==> config.mk <==
export PLATFORM = sky130hd
export DESIGN_NAME = fpnew_result_rob
export DESIGN_NICKNAME = d
export VERILOG_FILES = /design/src/rtl/fpnew_result_rob.sv
export SDC_FILE = /design/constraint.sdc
export NUM_CORES = 1
export LEC_CHECK = 0
export BUFFER_PORTS_ARGS = -buffer_cell sky130_fd_sc_hd__buf_2
export CAP_MARGIN = 40
export CORE_AREA = 2 2 118 165
export DETAILED_ROUTE_END_ITERATION = 7
export DIE_AREA = 0 0 120 167
export GPL_TIMING_DRIVEN = 0
export PLACE_DENSITY = 0.51
export RECOVER_POWER = 100
export SYNTH_ARGS = -nofsm -noshare
export SYNTH_HDL_FRONTEND = slang
export SYNTH_SLANG_ARGS = --single-unit
==> constraint.sdc <==
create_clock -name clk_i -period 5.85 [get_ports clk_i]
set_input_delay 0.8775 -clock clk_i [delete_from_list [all_inputs] [get_ports clk_i]]
set_output_delay 0.8775 -clock clk_i [all_outputs]
set_load 0.005 [all_outputs]
==> src/rtl/fpnew_result_rob.sv <==
// fpnew_result_rob
//   Reorder buffer that restores issue order for floating-point results
//   coming back out of order from several opgroups.
//
//   Ports
//     clk_i, rst_ni        clock, asynchronous active-low reset
//     clr_i, flush_i       synchronous clear / flush (drop all entries)
//     issue_*              slot allocation handshake; issue_id_o is the slot index
//     res_*                result write for a previously issued slot (always ready)
//     out_*                in-order result stream from the head slot
//     err_o                one-cycle pulse after a result hits a free or already-done slot
//     busy_o               at least one slot allocated
module fpnew_result_rob #(
    parameter int unsigned Width   = 32,
    parameter int unsigned Depth   = 4,
    parameter type         TagType = logic,
    localparam int unsigned IdWidth = (Depth > 1) ? $clog2(Depth) : 1
) (
    input  logic               clk_i,
    input  logic               rst_ni,
    input  logic               clr_i,
    input  logic               flush_i,
    // issue side
    input  logic               issue_valid_i,
    output logic               issue_ready_o,
    input  TagType             issue_tag_i,
    output logic [IdWidth-1:0] issue_id_o,
    // result side
    input  logic               res_valid_i,
    output logic               res_ready_o,
    input  logic [IdWidth-1:0] res_id_i,
    input  logic [Width-1:0]   res_result_i,
    input  logic [4:0]         res_status_i,
    input  logic               res_ext_bit_i,
    // in-order output
    output logic               out_valid_o,
    input  logic               out_ready_i,
    output logic [Width-1:0]   out_result_o,
    output logic [4:0]         out_status_o,
    output logic               out_ext_bit_o,
    output TagType             out_tag_o,
    // status
    output logic               err_o,
    output logic               busy_o
);

    // Pointers carry an extra wrap bit so full and empty are distinguishable.
    typedef logic [IdWidth:0] ptr_t;

    ptr_t               head_q, tail_q;
    logic [Depth-1:0]   alloc_q, done_q;
    logic               err_q;

    logic [Width-1:0]   result_q [Depth];
    logic [4:0]         status_q [Depth];
    logic               ext_q    [Depth];
    TagType             tag_q    [Depth];

    logic [IdWidth-1:0] head_idx, tail_idx;
    logic               empty, full;
    logic               push, pop, res_ok, res_bad, wipe;

    assign head_idx = head_q[IdWidth-1:0];
    assign tail_idx = tail_q[IdWidth-1:0];
    assign empty    = (head_q == tail_q);
    assign full     = (head_idx == tail_idx) && (head_q[IdWidth] != tail_q[IdWidth]);

    assign wipe     = flush_i | clr_i;
    assign push     = issue_valid_i & ~full;
    assign pop      = out_valid_o & out_ready_i;
    // A result is only legal for a slot that is waiting for it. A slot being
    // allocated this same cycle is not yet waiting, and the popping head is done.
    assign res_ok   = res_valid_i & alloc_q[res_id_i] & ~done_q[res_id_i];
    assign res_bad  = res_valid_i & ~res_ok;

    assign issue_ready_o = ~full;
    assign issue_id_o    = tail_idx;
    assign res_ready_o   = 1'b1;

    assign out_valid_o   = alloc_q[head_idx] & done_q[head_idx];
    assign out_result_o  = result_q[head_idx];
    assign out_status_o  = status_q[head_idx];
    assign out_ext_bit_o = ext_q[head_idx];
    assign out_tag_o     = tag_q[head_idx];

    assign err_o  = err_q;
    assign busy_o = ~empty;

    // Control state: pointers and per-slot flags.
    always_ff @(posedge clk_i or negedge rst_ni) begin
        if (!rst_ni) begin
            head_q  <= '0;
            tail_q  <= '0;
            alloc_q <= '0;
            done_q  <= '0;
            err_q   <= 1'b0;
        end else if (wipe) begin
            head_q  <= '0;
            tail_q  <= '0;
            alloc_q <= '0;
            done_q  <= '0;
            err_q   <= 1'b0;
        end else begin
            err_q <= res_bad;
            // Pop, write and push touch distinct slots whenever all are legal,
            // so their order inside this block does not matter.
            if (pop) begin
                alloc_q[head_idx] <= 1'b0;
                done_q[head_idx]  <= 1'b0;
                head_q            <= head_q + ptr_t'(1);
            end
            if (res_ok) begin
                done_q[res_id_i] <= 1'b1;
            end
            if (push) begin
                alloc_q[tail_idx] <= 1'b1;
                done_q[tail_idx]  <= 1'b0;
                tail_q            <= tail_q + ptr_t'(1);
            end
        end
    end

    // Payload storage needs no reset: it is only observed through set flags.
    always_ff @(posedge clk_i) begin
        if (push) begin
            tag_q[tail_idx] <= issue_tag_i;
        end
        if (res_ok) begin
            result_q[res_id_i] <= res_result_i;
            status_q[res_id_i] <= res_status_i;
            ext_q[res_id_i]    <= res_ext_bit_i;
        end
    end

endmodule

==> out/metrics.cfg, run 1 <==
[global_route]
groute.layer.met2.usage = 0.233
via_count_of_the_first_global_routing_pass = 3574
wire_length_of_the_first_global_routing_pass_um = 19900
grt_antenna_before_repair = 0
largest_net_degree_at_the_start_of_global_routing = 24
grt.met3_usage = 0.0408
grt-ovfl-total = 0
grt.busiest_layer = met2
gr-usage-all-layers = 0.137
groute.layer.met1.usage = 0.161

[placement]
place.port_buffers = 92
dpl_cell_area_um2 = 7450
dp.final_hpwl_um = 8440
gp_congestion = 0.787

[setup_path]
endpoint_kind = register
cp.arrival_ps = 3720
crit_path_start_kind = input port
crit_type = in -> reg
crit_fanout = 20
cp_data_required_time_ps = 5880

[drt]
ant_nets = 0
detail_route.wl_per_cell_um = 18.5
route.vias.total = 3257
first_pass_iters = 4
drcViolationCount = 0
wirelength_um = 12800
drt_first_iter_violations = 251
viasPerCell = 4.73

[floorplanning]
floorplan.die_area_um2 = 20000
ios = 94
placeable_core_area_um2 = 18500
fp.dieW_um = 120
die-height_um = 167
core.rowCount = 59
initial_cell_density_of_the_core = 0.354

[cts]
cts_buffer_depth = 2
cts-buffers-inserted = 17
number_of_buffers_added_to_fix_hold_violations_after_cts = 0
cts_tree = done
ctsRootBufferMaster = sky130_fd_sc_hd__clkbuf_16
post_cts_resized = 0
clock_tree.htree_level_count = 4
worstSkewPairLatency_ps = 420
clkTransAtPathRegs_ps = 60
post-cts-setup-buffers = 0
tritoncts_num_sinks = 171

[timing]
max_slew_margin = -0.288
final-max-slew-violation-count = 45
skew_ps = 6.31
rsz_0062_raised_after_global_routing = false
worst_slew_pin_tran_ps = 1920
finalCritPeriodShare = 0.631
hold_vio_cnt_final = 0
post-route-min-period_ps = 3690
max_freq_mhz = 271
setup_viol = 0
fin_tns_setup_ps = 0

[layout]
final_layout_size_suffix_gt1_frac = 0.227
multi_input_comb_area_um2 = 1370
num-fill-cells = 1673
n_antenna_cell = 0
finish.instance_area_um2 = 7800
syn2layout_area_growth_pct = 18.8
area.sequential_um2 = 5060
finalNetCount = 488

[power_and_ir_drop]
power.leakage_nw = 2.57
power.ir.vdd_worst_mv = 0.175
pwr_density_cell_nw_per_um2 = 311

[synth]
synth_most_common_cell = sky130_fd_sc_hd__edfxtp_1
post_synth_instance_area_um2 = 6570
synth.largest_area_cell = sky130_fd_sc_hd__edfxtp_1
most_used_standard_cells_in_the_synthesized_netlist = 156 x sky130_fd_sc_hd__edfxtp_1, 40 x sky130_fd_sc_hd__mux4_2, 19 x sky130_fd_sc_hd__nand2_1
synth_fp_nets = 372
synth_area_per_cell_um2 = 20.8
synth.area.top_cells = sky130_fd_sc_hd__edfxtp_1 71%, sky130_fd_sc_hd__mux4_2 14%, sky130_fd_sc_hd__dfrtp_1 5.7%, sky130_fd_sc_hd__ha_1 1.5%, sky130_fd_sc_hd__nand2_1 1.1%
synth-edff-count = 156
netlist-cell-type-count = 29
synth-async-reset-ratio = 0.0877
synth_warnings = 0
synth_top_area_share = 0.714
ys_ff_latch = 171
ys.flop_type = sky130_fd_sc_hd__edfxtp_1
synth-seq-area-share = 0.771
netlist_instances = 316

[flow_run]
max_cap_violations = 2

[run_status]
violated_checks = capacitance limit, slew limit
run_status = complete, but fails checks

[hold_path]
hp-class = in -> async

==> path summary, 6_finish.rpt <==
kind / start / endpoint / slack [ps] / cells past startpoint
max reg2reg: done_q[3]$_DFF_PN0_ / result_q[3][20]$_DFFE_PP_ / 2340 / 3
min reg2reg: tail_q[2]$_DFFE_PN0P_ / tail_q[2]$_DFFE_PN0P_ / 570 / 2
min in group clk_i: tail_q[2]$_DFFE_PN0P_ / tail_q[2]$_DFFE_PN0P_ / 570 / 2
max: res_id_i[1] / result_q[3][20]$_DFFE_PP_ / 2160 / 4
max in group asynchronous: rst_ni / tail_q[2]$_DFFE_PN0P_ / 4780 / 1
min: rst_ni / err_o$_DFF_PN0_ / 540 / 1
==> cell usage in the layout, fill, tap and decap left out, types with 3 or more instances in the layout <==
master / n
sky130_fd_sc_hd__edfxtp_1: 156
sky130_fd_sc_hd__clkbuf_1: 83
sky130_fd_sc_hd__mux4_2: 40
sky130_fd_sc_hd__buf_2: 30
sky130_fd_sc_hd__nand2_1: 19
sky130_fd_sc_hd__clkbuf_16: 17
sky130_fd_sc_hd__dfrtp_1: 15
sky130_fd_sc_hd__inv_1: 12
sky130_fd_sc_hd__o21ai_0: 9
sky130_fd_sc_hd__a21oi_1: 8
sky130_fd_sc_hd__ha_1: 8
sky130_fd_sc_hd__nor2_1: 7
sky130_fd_sc_hd__clkinv_2: 6
sky130_fd_sc_hd__xnor2_1: 4
sky130_fd_sc_hd__or3_1: 3
==> metrics by stage <==
step | util | setup slack, ps | power (mW) | std cells | hold WS, ps
after floorplan | - | 2750 | 1.38 | 316 | 528
after global placement | 0.396 | 1040 | 1.41 | 652 | 547
after detailed placement | 0.402 | 3190 | 1.42 | 657 | 560
after CTS | 0.431 | 2720 | 2.46 | 688 | 350
after global routing | 0.421 | 1810 | 2.52 | 688 | 597
final | 0.421 | 2160 | 2.43 | 688 | 537
==> cell families (layout without fill, tap and decap cells) <==
kind of cell,after synthesis,after routing,synth area share
multiplexers,40,40,0.137
flip-flops,171,171,0.771
buffers and inverters,28,156,0.0194
AND/OR/NAND/NOR,38,38,0.0265
other,1,1,0.000571
AO/OA/AOI/OAI,25,25,0.0236
adder cells (fa/ha/maj),8,8,0.0152
XOR/XNOR,5,5,0.00667
==> power by group <==
| part | internal [mW] | total [mW] | leakage, nW | switching [mW] |
|---|---|---|---|---|
| Clock | 0.619 | 1.04 | 0.268 | 0.424 |
| Combinational | 0.0161 | 0.0449 | 0.686 | 0.0288 |
| Sequential | 1.34 | 1.34 | 1.61 | 0.00197 |
| Total | 1.97 | 2.43 | 2.57 | 0.455 |
==> final cells by class <==
class | instances | area share
tap | 244 | 0.0392
timing repair buffer | 97 | 0.0515
clock inverter | 10 | 0.0130
sequential | 171 | 0.649
buffer | 15 | 0.00867
inverter | 13 | 0.00626
multi-input combinational | 117 | 0.176
clock buffer | 21 | 0.0565
==> registers in the layout (all words and copies together), names as in the netlist <==
register,count
alloc_q,4
done_q,4
err_o,1
ext_q,4
head_q,3
result_q,128
status_q,20
tag_q,4
tail_q,3
==> layer usage <==
metal / wire, um / vias to the layer above
met5: 0 / -
met1: 5170 / 1670
met4: 287 / 0
met2: 6730 / 76
li1: - / 1490
met3: 562 / 21
==> critical path: stages <==
cell	delay, ps
sky130_fd_sc_hd__clkbuf_1	180
sky130_fd_sc_hd__nand3b_1	140
sky130_fd_sc_hd__nor2_1	1430
sky130_fd_sc_hd__clkbuf_1	1080
Note: power is estimated with default switching activity, not from simulation.
==> run 2: changes to the inputs <==
==> constraint.sdc (replaced) <==
create_clock -name clk_i -period 3.5 [get_ports clk_i]
set_input_delay 0.525 -clock clk_i [delete_from_list [all_inputs] [get_ports clk_i]]
set_output_delay 0.525 -clock clk_i [all_outputs]
set_load 0.005 [all_outputs]
==> run 2 against run 1 <==
  * The run still ends with capacitance limit, slew limit left
  * Total power is 67% higher
  * Final area increased by 0.93%
  * Hold slack got worse by 200 ps
  * Via count shrank 0.64%
  * Global-route usage unchanged
  * Die area unchanged
  * Flip-flop and latch count stayed put
  * Count of clock-buffer cells in the layout is the same
  * First-iteration DRC count down 0.40%
  * Setup slack worse by 1600 ps
  * Critical path type is now reg -> out
==> out/metrics.cfg, run 2 (synthesis gave the netlist of run 1 again) <==
[setup_path]
cp.arrival_ps = 2390  ; -1330 ps
crit_path_start_kind = register
cp_data_required_time_ps = 2970  ; -2910 ps
cp_slowest_cell = sky130_fd_sc_hd__mux4_2
timing.critical_path.cells = clkbuf_1 -> clkbuf_2 -> mux4_2 -> buf_2
endpoint_kind = output pin
critical-path-top-delay-family = buffers and inverters
crit_start = head_q[0]$_DFFE_PN0P_
crit_type = reg -> out
timing.critical_path.buf_inv = 3  ; +1
timing.critical_path.slowest_cell_delay_ps = 570  ; -860 ps
beginning_of_the_worst_register_to_register_path = done_q[2]$_DFF_PN0_
crit_fanout = 10  ; -50%

[global_route]
via_count_of_the_first_global_routing_pass = 3574  ; unchanged
grt-ovfl-total = 0  ; unchanged
largest_net_degree_at_the_start_of_global_routing = 24  ; unchanged
wire_length_of_the_first_global_routing_pass_um = 19900  ; unchanged
gr-usage-all-layers = 0.137  ; unchanged
grt_antenna_before_repair = 0  ; unchanged

[drt]
drt_first_iter_violations = 250  ; -0.40%
first_pass_iters = 4  ; unchanged
route.vias.total = 3236  ; -0.64%
ant_nets = 0  ; unchanged
viasPerCell = 4.70  ; -0.79%
wirelength_um = 12700  ; -0.44%
drcViolationCount = 0  ; unchanged
detail_route.wl_per_cell_um = 18.4  ; -0.58%

[layout]
commonest_non_fill_non_tap_cells_in_the_layout = 156 x sky130_fd_sc_hd__edfxtp_1, 75 x sky130_fd_sc_hd__clkbuf_1, 40 x sky130_fd_sc_hd__mux4_2
post_layout_instance_count_excluding_filler_cells = 689  ; +0.15%
area.sequential_um2 = 5060  ; unchanged
syn2layout_area_growth_pct = 19.9
largest_reg_flops = 128  ; unchanged
final_util = 0.425  ; +0.00392
n_antenna_cell = 0  ; unchanged
finish.instance_area_um2 = 7870  ; +0.93%
largest_register = result_q
finalNetCount = 489  ; +0.20%
final_common_cell = sky130_fd_sc_hd__edfxtp_1
biggestRegsByFlops = result_q x128, status_q x20
final_layout_size_suffix_gt1_frac = 0.245  ; +0.0175
num-fill-cells = 1666  ; -0.42%
multi_input_comb_area_um2 = 1370  ; unchanged

[timing]
fin_tns_setup_ps = 0  ; unchanged
skew_ps = 6.27  ; -0.0365 ps
post-route-min-period_ps = 2910
worst_hold_slack_ps = 339  ; -198 ps
setup_viol = 0  ; unchanged
finalCritPeriodShare = 0.832
max_freq_mhz = 344
worst_slew_pin_tran_ps = 2060  ; +140 ps
final-max-slew-violation-count = 44  ; -2.2%
rsz_0062_raised_after_global_routing = false
layout_setup_ws_ps = 589  ; -1570 ps
max_slew_margin = -0.381  ; -0.0938
hold_vio_cnt_final = 0  ; unchanged

[power_and_ir_drop]
power.ir.vdd_worst_mv = 0.294  ; +67%
total_switching_power_mw = 0.759  ; +67%
swShare = 0.187  ; -0.000322
power.leakage_nw = 2.61  ; +1.8%
share_clk_of_total_power = 0.429  ; about the same
report.power.total_mw = 4.06  ; +67%
pwr_density_cell_nw_per_um2 = 516  ; +66%
p_seq_frac = 0.552  ; about the same
combPwrFrac = 0.019  ; about the same
p_int_mw = 3.30  ; +67%

[floorplanning]
core.rowCount = 59  ; unchanged
placeable_core_area_um2 = 18500  ; unchanged
die-height_um = 167  ; unchanged
ios = 94  ; unchanged
floorplan.die_area_um2 = 20000  ; unchanged
fp.dieW_um = 120  ; unchanged
initial_cell_density_of_the_core = 0.354  ; unchanged

[hold_path]
hp-class = in -> reg
holdCritStartpoint = res_valid_i

[cts]
worstSkewPairLatency_ps = 420  ; about the same
cts-buffers-inserted = 17  ; unchanged
cts_buffer_depth = 2  ; unchanged
tritoncts_num_sinks = 171  ; unchanged
clkTransAtPathRegs_ps = 60  ; about the same
clock_tree.htree_level_count = 4  ; unchanged
post_cts_resized = 0  ; unchanged
post-cts-setup-buffers = 0  ; unchanged
ctsRootBufferMaster = sky130_fd_sc_hd__clkbuf_16
cts_tree = done

[run_status]
violated_checks = capacitance limit, slew limit
run_status = complete, but fails checks

[placement]
place.port_buffers = 92  ; unchanged
worst_slack_placed_ps = 1200  ; -2000 ps
dp.cells = 657  ; unchanged
dpl_cell_area_um2 = 7450  ; unchanged
gp_congestion = 0.787  ; unchanged
dp.final_hpwl_um = 8440  ; unchanged

[flow_run]
max_cap_violations = 2  ; unchanged

-- run 2: cell types whose count changed in the layout (fill, tap and decap cells not counted) --
cell,delta
sky130_fd_sc_hd__clkbuf_2,+4
sky130_fd_sc_hd__buf_2,+1
sky130_fd_sc_hd__buf_12,+2
sky130_fd_sc_hd__dlygate4sd3_1,+1
sky130_fd_sc_hd__clkbuf_1,-8
sky130_fd_sc_hd__buf_16,+1
-- run 2: what timing repair did --
item                       in CTS  in global routing
hold endpoints to repair        8                  0
setup endpoints to repair       0                  0
hold buffers                    1                  0
-- run 2: cell type report --
class / instances / share of cell area
plain buffers: 15 / 0.00922
multi-input cells: 117 / 0.174
flip-flops and latches: 171 / 0.643
clock buffers: 21 / 0.0560
repair buffers: 98 / 0.0596
inverters: 13 / 0.00620
well taps: 244 / 0.0388
clock inverters: 10 / 0.0129
-- run 2: layer usage --
layer | GRT usage | share of wire
met2 | 0.233 | 0.54
met3 | 0.0408 | 0.042
met1 | 0.161 | 0.40
met4 | 0.0588 | 0.020
met5 | 0 | 0
-- run 2: power groups by stage --
| stage | Combinational (mW) | Sequential (mW) | Clock [mW] |
|---|---|---|---|
| 2_1_floorplan | 0.0238 | 2.28 | 0 |
| 3_3_place_gp | 0.0793 | 2.28 | 0 |
| 3_5_place_dp | 0.0858 | 2.28 | 0 |
| 4_1_cts | 0.0871 | 2.24 | 1.79 |
| 5_1_grt | 0.0876 | 2.24 | 1.88 |
| 6_report | 0.0770 | 2.24 | 1.74 |
-- run 2: path summary, 6_finish.rpt --
check / end / slack, ps / cells after the start
min: err_o$_DFF_PN0_ / 340 / 3
max: out_result_o[7] / 590 / 4
max reg2reg: result_q[2][1]$_DFFE_PP_ / 630 / 4
max in group asynchronous: tail_q[2]$_DFFE_PN0P_ / 2230 / 2
min reg2reg: tail_q[2]$_DFFE_PN0P_ / 570 / 2
min in group asynchronous: err_o$_DFF_PN0_ / 730 / 2
-- run 2: worst min-delay path: stages --
cell,delay (ps)
sky130_fd_sc_hd__buf_2,110
sky130_fd_sc_hd__nand2_1,50
sky130_fd_sc_hd__a21oi_1,40
==> run 3: changes to the inputs <==
--- a/config.mk
+++ b/config.mk
@@ -11,7 +11,7 @@
 export DETAILED_ROUTE_END_ITERATION = 7
 export DIE_AREA = 0 0 120 167
 export GPL_TIMING_DRIVEN = 0
-export PLACE_DENSITY = 0.51
+export PLACE_DENSITY = 0.53
 export RECOVER_POWER = 100
 export SYNTH_ARGS = -nofsm -noshare
 export SYNTH_HDL_FRONTEND = slang
==> constraint.sdc (replaced) <==
create_clock -name clk_i -period 2.5 [get_ports clk_i]
set_input_delay 0.375 -clock clk_i [delete_from_list [all_inputs] [get_ports clk_i]]
set_output_delay 0.375 -clock clk_i [all_outputs]
set_load 0.005 [all_outputs]
==> run 3 against run 2 <==
  * Combinational power rose by 40%
  * Global-route usage is 0.051 points lower
  * The flow now finishes without violations
  * Sequential power rose by 40%
  * Critical endpoint is now out_valid_o
  * Final area grew 0.89%
  * First-iteration DRC count shrank 11%
==> out/metrics.cfg, run 3 (synthesis gave the netlist of run 1 again) <==
[drt]
detail_route.wl_per_cell_um = 18.6  ; +0.79%
drt_first_iter_violations = 223  ; -11%
first_pass_iters = 4  ; unchanged
drcViolationCount = 0  ; unchanged
viasPerCell = 4.78  ; +1.7%
wirelength_um = 12800  ; +1.1%
route.vias.total = 3301  ; +2.0%
ant_nets = 0  ; unchanged

[timing]
max_freq_mhz = 411
final-max-slew-violation-count = 0  ; -100%
max_slew_margin = 0.234  ; +0.616
skew_ps = 8.15  ; +1.87 ps
worst_slew_pin_tran_ps = 1150  ; -917 ps
hold_vio_cnt_final = 0  ; unchanged
finalCritPeriodShare = 0.974
rsz_0062_raised_after_global_routing = true
post-route-min-period_ps = 2430
setup_viol = 0  ; unchanged

[layout]
finalNetCount = 490  ; +0.20%
multi_input_comb_area_um2 = 1370  ; +0.18%
largest_register = result_q
syn2layout_area_growth_pct = 20.9
post_layout_instance_count_excluding_filler_cells = 691  ; +0.29%
largest_reg_flops = 128  ; unchanged
biggestRegsByFlops = result_q x128, status_q x20
final_layout_size_suffix_gt1_frac = 0.315  ; +0.0705
final_common_cell = sky130_fd_sc_hd__edfxtp_1
area.sequential_um2 = 5060  ; unchanged
n_antenna_cell = 0  ; unchanged
final_util = 0.428  ; +0.00378
commonest_non_fill_non_tap_cells_in_the_layout = 156 x sky130_fd_sc_hd__edfxtp_1, 52 x sky130_fd_sc_hd__buf_2, 44 x sky130_fd_sc_hd__clkbuf_1
num-fill-cells = 1673  ; +0.42%

[floorplanning]
initial_cell_density_of_the_core = 0.354  ; unchanged
ios = 94  ; unchanged
die-height_um = 167  ; unchanged
floorplan.die_area_um2 = 20000  ; unchanged
placeable_core_area_um2 = 18500  ; unchanged
fp.dieW_um = 120  ; unchanged
core.rowCount = 59  ; unchanged

[global_route]
groute.layer.met1.usage = 0.175  ; +0.0141
via_count_of_the_first_global_routing_pass = 3444  ; -3.6%
wire_length_of_the_first_global_routing_pass_um = 20100  ; +1.3%
gr-usage-all-layers = 0.137  ; -0.000505
grt.met3_usage = 0.0301  ; -0.0106
groute.layer.met2.usage = 0.224  ; -0.00963
grt-ovfl-total = 0  ; unchanged
grt.busiest_layer = met2
largest_net_degree_at_the_start_of_global_routing = 22  ; -8.3%
grt_antenna_before_repair = 0  ; unchanged

[setup_path]
crit_type = reg -> out
r2r_slack_ps = 140  ; -490 ps
cp.arrival_ps = 2060  ; -330 ps
ff2ff_path_depth = 3  ; -1
crit_path_start_kind = register
cp_data_required_time_ps = 2120  ; -850 ps
endpoint_kind = output pin
crit_fanout = 10  ; unchanged
beginning_of_the_worst_register_to_register_path = done_q[3]$_DFF_PN0_
rr_endpoint = result_q[3][18]$_DFFE_PP_

[power_and_ir_drop]
power.leakage_nw = 2.68  ; +2.8%
p_int_mw = 4.64  ; +41%
share_clk_of_total_power = 0.440  ; +0.011
combPwrFrac = 0.019  ; about the same
swShare = 0.199  ; +0.0115
pwr_density_cell_nw_per_um2 = 729  ; +41%
total_switching_power_mw = 1.15  ; +51%
p_seq_frac = 0.541  ; -0.011
power.ir.vdd_worst_mv = 0.296  ; +0.89%

[hold_path]
min_delay_path_depth = 3  ; unchanged
worst_hold_path.endpoint = err_o$_DFF_PN0_
holdCritStartpoint = res_valid_i
hp-class = in -> reg

[run_status]
run_status = finished clean

[cts]
worstSkewPairLatency_ps = 420  ; about the same
tritoncts_num_sinks = 171  ; unchanged
ctsRootBufferMaster = sky130_fd_sc_hd__clkbuf_16
clock_tree.htree_level_count = 4  ; unchanged
cts_tree = done
cts-buffers-inserted = 17  ; unchanged
clkTransAtPathRegs_ps = 70  ; about the same
cts_buffer_depth = 2  ; unchanged

[placement]
place.port_buffers = 92  ; unchanged
dp.cells = 657  ; unchanged
gp_congestion = 0.902  ; +15%
dp.final_hpwl_um = 8300  ; -1.7%

[flow_run]
max_cap_violations = 0  ; -2

run 3: cell types whose count changed in the layout (fill, tap and decap cells not counted), moves of 2 or more:
cell	before	now
sky130_fd_sc_hd__clkbuf_4	2	5
sky130_fd_sc_hd__buf_4	1	7
sky130_fd_sc_hd__buf_2	31	52
sky130_fd_sc_hd__inv_6	0	2
sky130_fd_sc_hd__clkbuf_1	75	44
sky130_fd_sc_hd__clkinv_4	0	2
sky130_fd_sc_hd__clkinvlp_4	1	6
sky130_fd_sc_hd__clkinv_2	6	0
sky130_fd_sc_hd__buf_12	2	0
run 3: routing by layer:
metal	wire length (um)	share of wire
met4	259	0.020
met5	0	0
met1	5510	0.43
met2	6670	0.52
met3	402	0.031
run 3: layout make-up:
| type | instances | share of cell area |
|---|---|---|
| repair buffers | 99 | 0.0605 |
| flip-flops and latches | 171 | 0.637 |
| multi-input cells | 117 | 0.173 |
| clock buffers | 18 | 0.0541 |
| clock inverters | 14 | 0.0186 |
| plain buffers | 15 | 0.0118 |
| inverters | 13 | 0.00615 |
| well taps | 244 | 0.0385 |
run 3: power groups by stage:
stage	logic [mW]	clock network (mW)	registers [mW]
3_3_place_gp	0.111	0	3.20
5_1_grt	0.122	2.73	3.13
3_5_place_dp	0.120	0	3.20
4_1_cts	0.121	2.61	3.13
6_report	0.108	2.55	3.13
2_1_floorplan	0.0337	0	3.20
run 3: what timing repair did:
action | 4_1_cts | 5_1_grt
hold buffers | 1 | 0
buffers inserted | 0 | 1
endpoints found under the hold margin | 15 | 0
setup endpoints to repair | 39 | 39
gates resized for setup | 7 | 2
run 3: through the flow:
stage	cell area [um2]	setup TNS, ps	hold WS (ps)	worst slack, ps	power [mW]
floorplan	6570	0	79.4	519	3.23
global placement	7340	-57650	306	-597	3.31
detailed placement	7460	0	307	335	3.32
CTS	8060	0	144	0.903	5.87
global route	7940	-3980	197	-69.5	5.99
finish	7940	0	196	65.4	5.79
run 3: how the worst max path moves through the flow:
stage / start / to / cells past startpoint
after global placement: res_id_i[1] / result_q[1][1]$_DFFE_PP_ / 4
final: head_q[1]$_DFFE_PN0P_ / out_valid_o / 6
after floorplan: done_q[3]$_DFF_PN0_ / ext_q[3]$_DFFE_PP_ / 2
after global routing: head_q[0]$_DFFE_PN0P_ / out_result_o[20] / 4
after CTS: head_q[1]$_DFFE_PN0P_ / out_result_o[28] / 4
after detailed placement: head_q[0]$_DFFE_PN0P_ / out_result_o[17] / 4
run 3: worst max-delay path, stage by stage, from the launching register on:
cell and delay (ps):
sky130_fd_sc_hd__dfrtp_1 400, sky130_fd_sc_hd__buf_4 180, sky130_fd_sc_hd__inv_1 120, sky130_fd_sc_hd__mux4_2 570
sky130_fd_sc_hd__buf_2 210, sky130_fd_sc_hd__inv_1 60, sky130_fd_sc_hd__buf_2 100
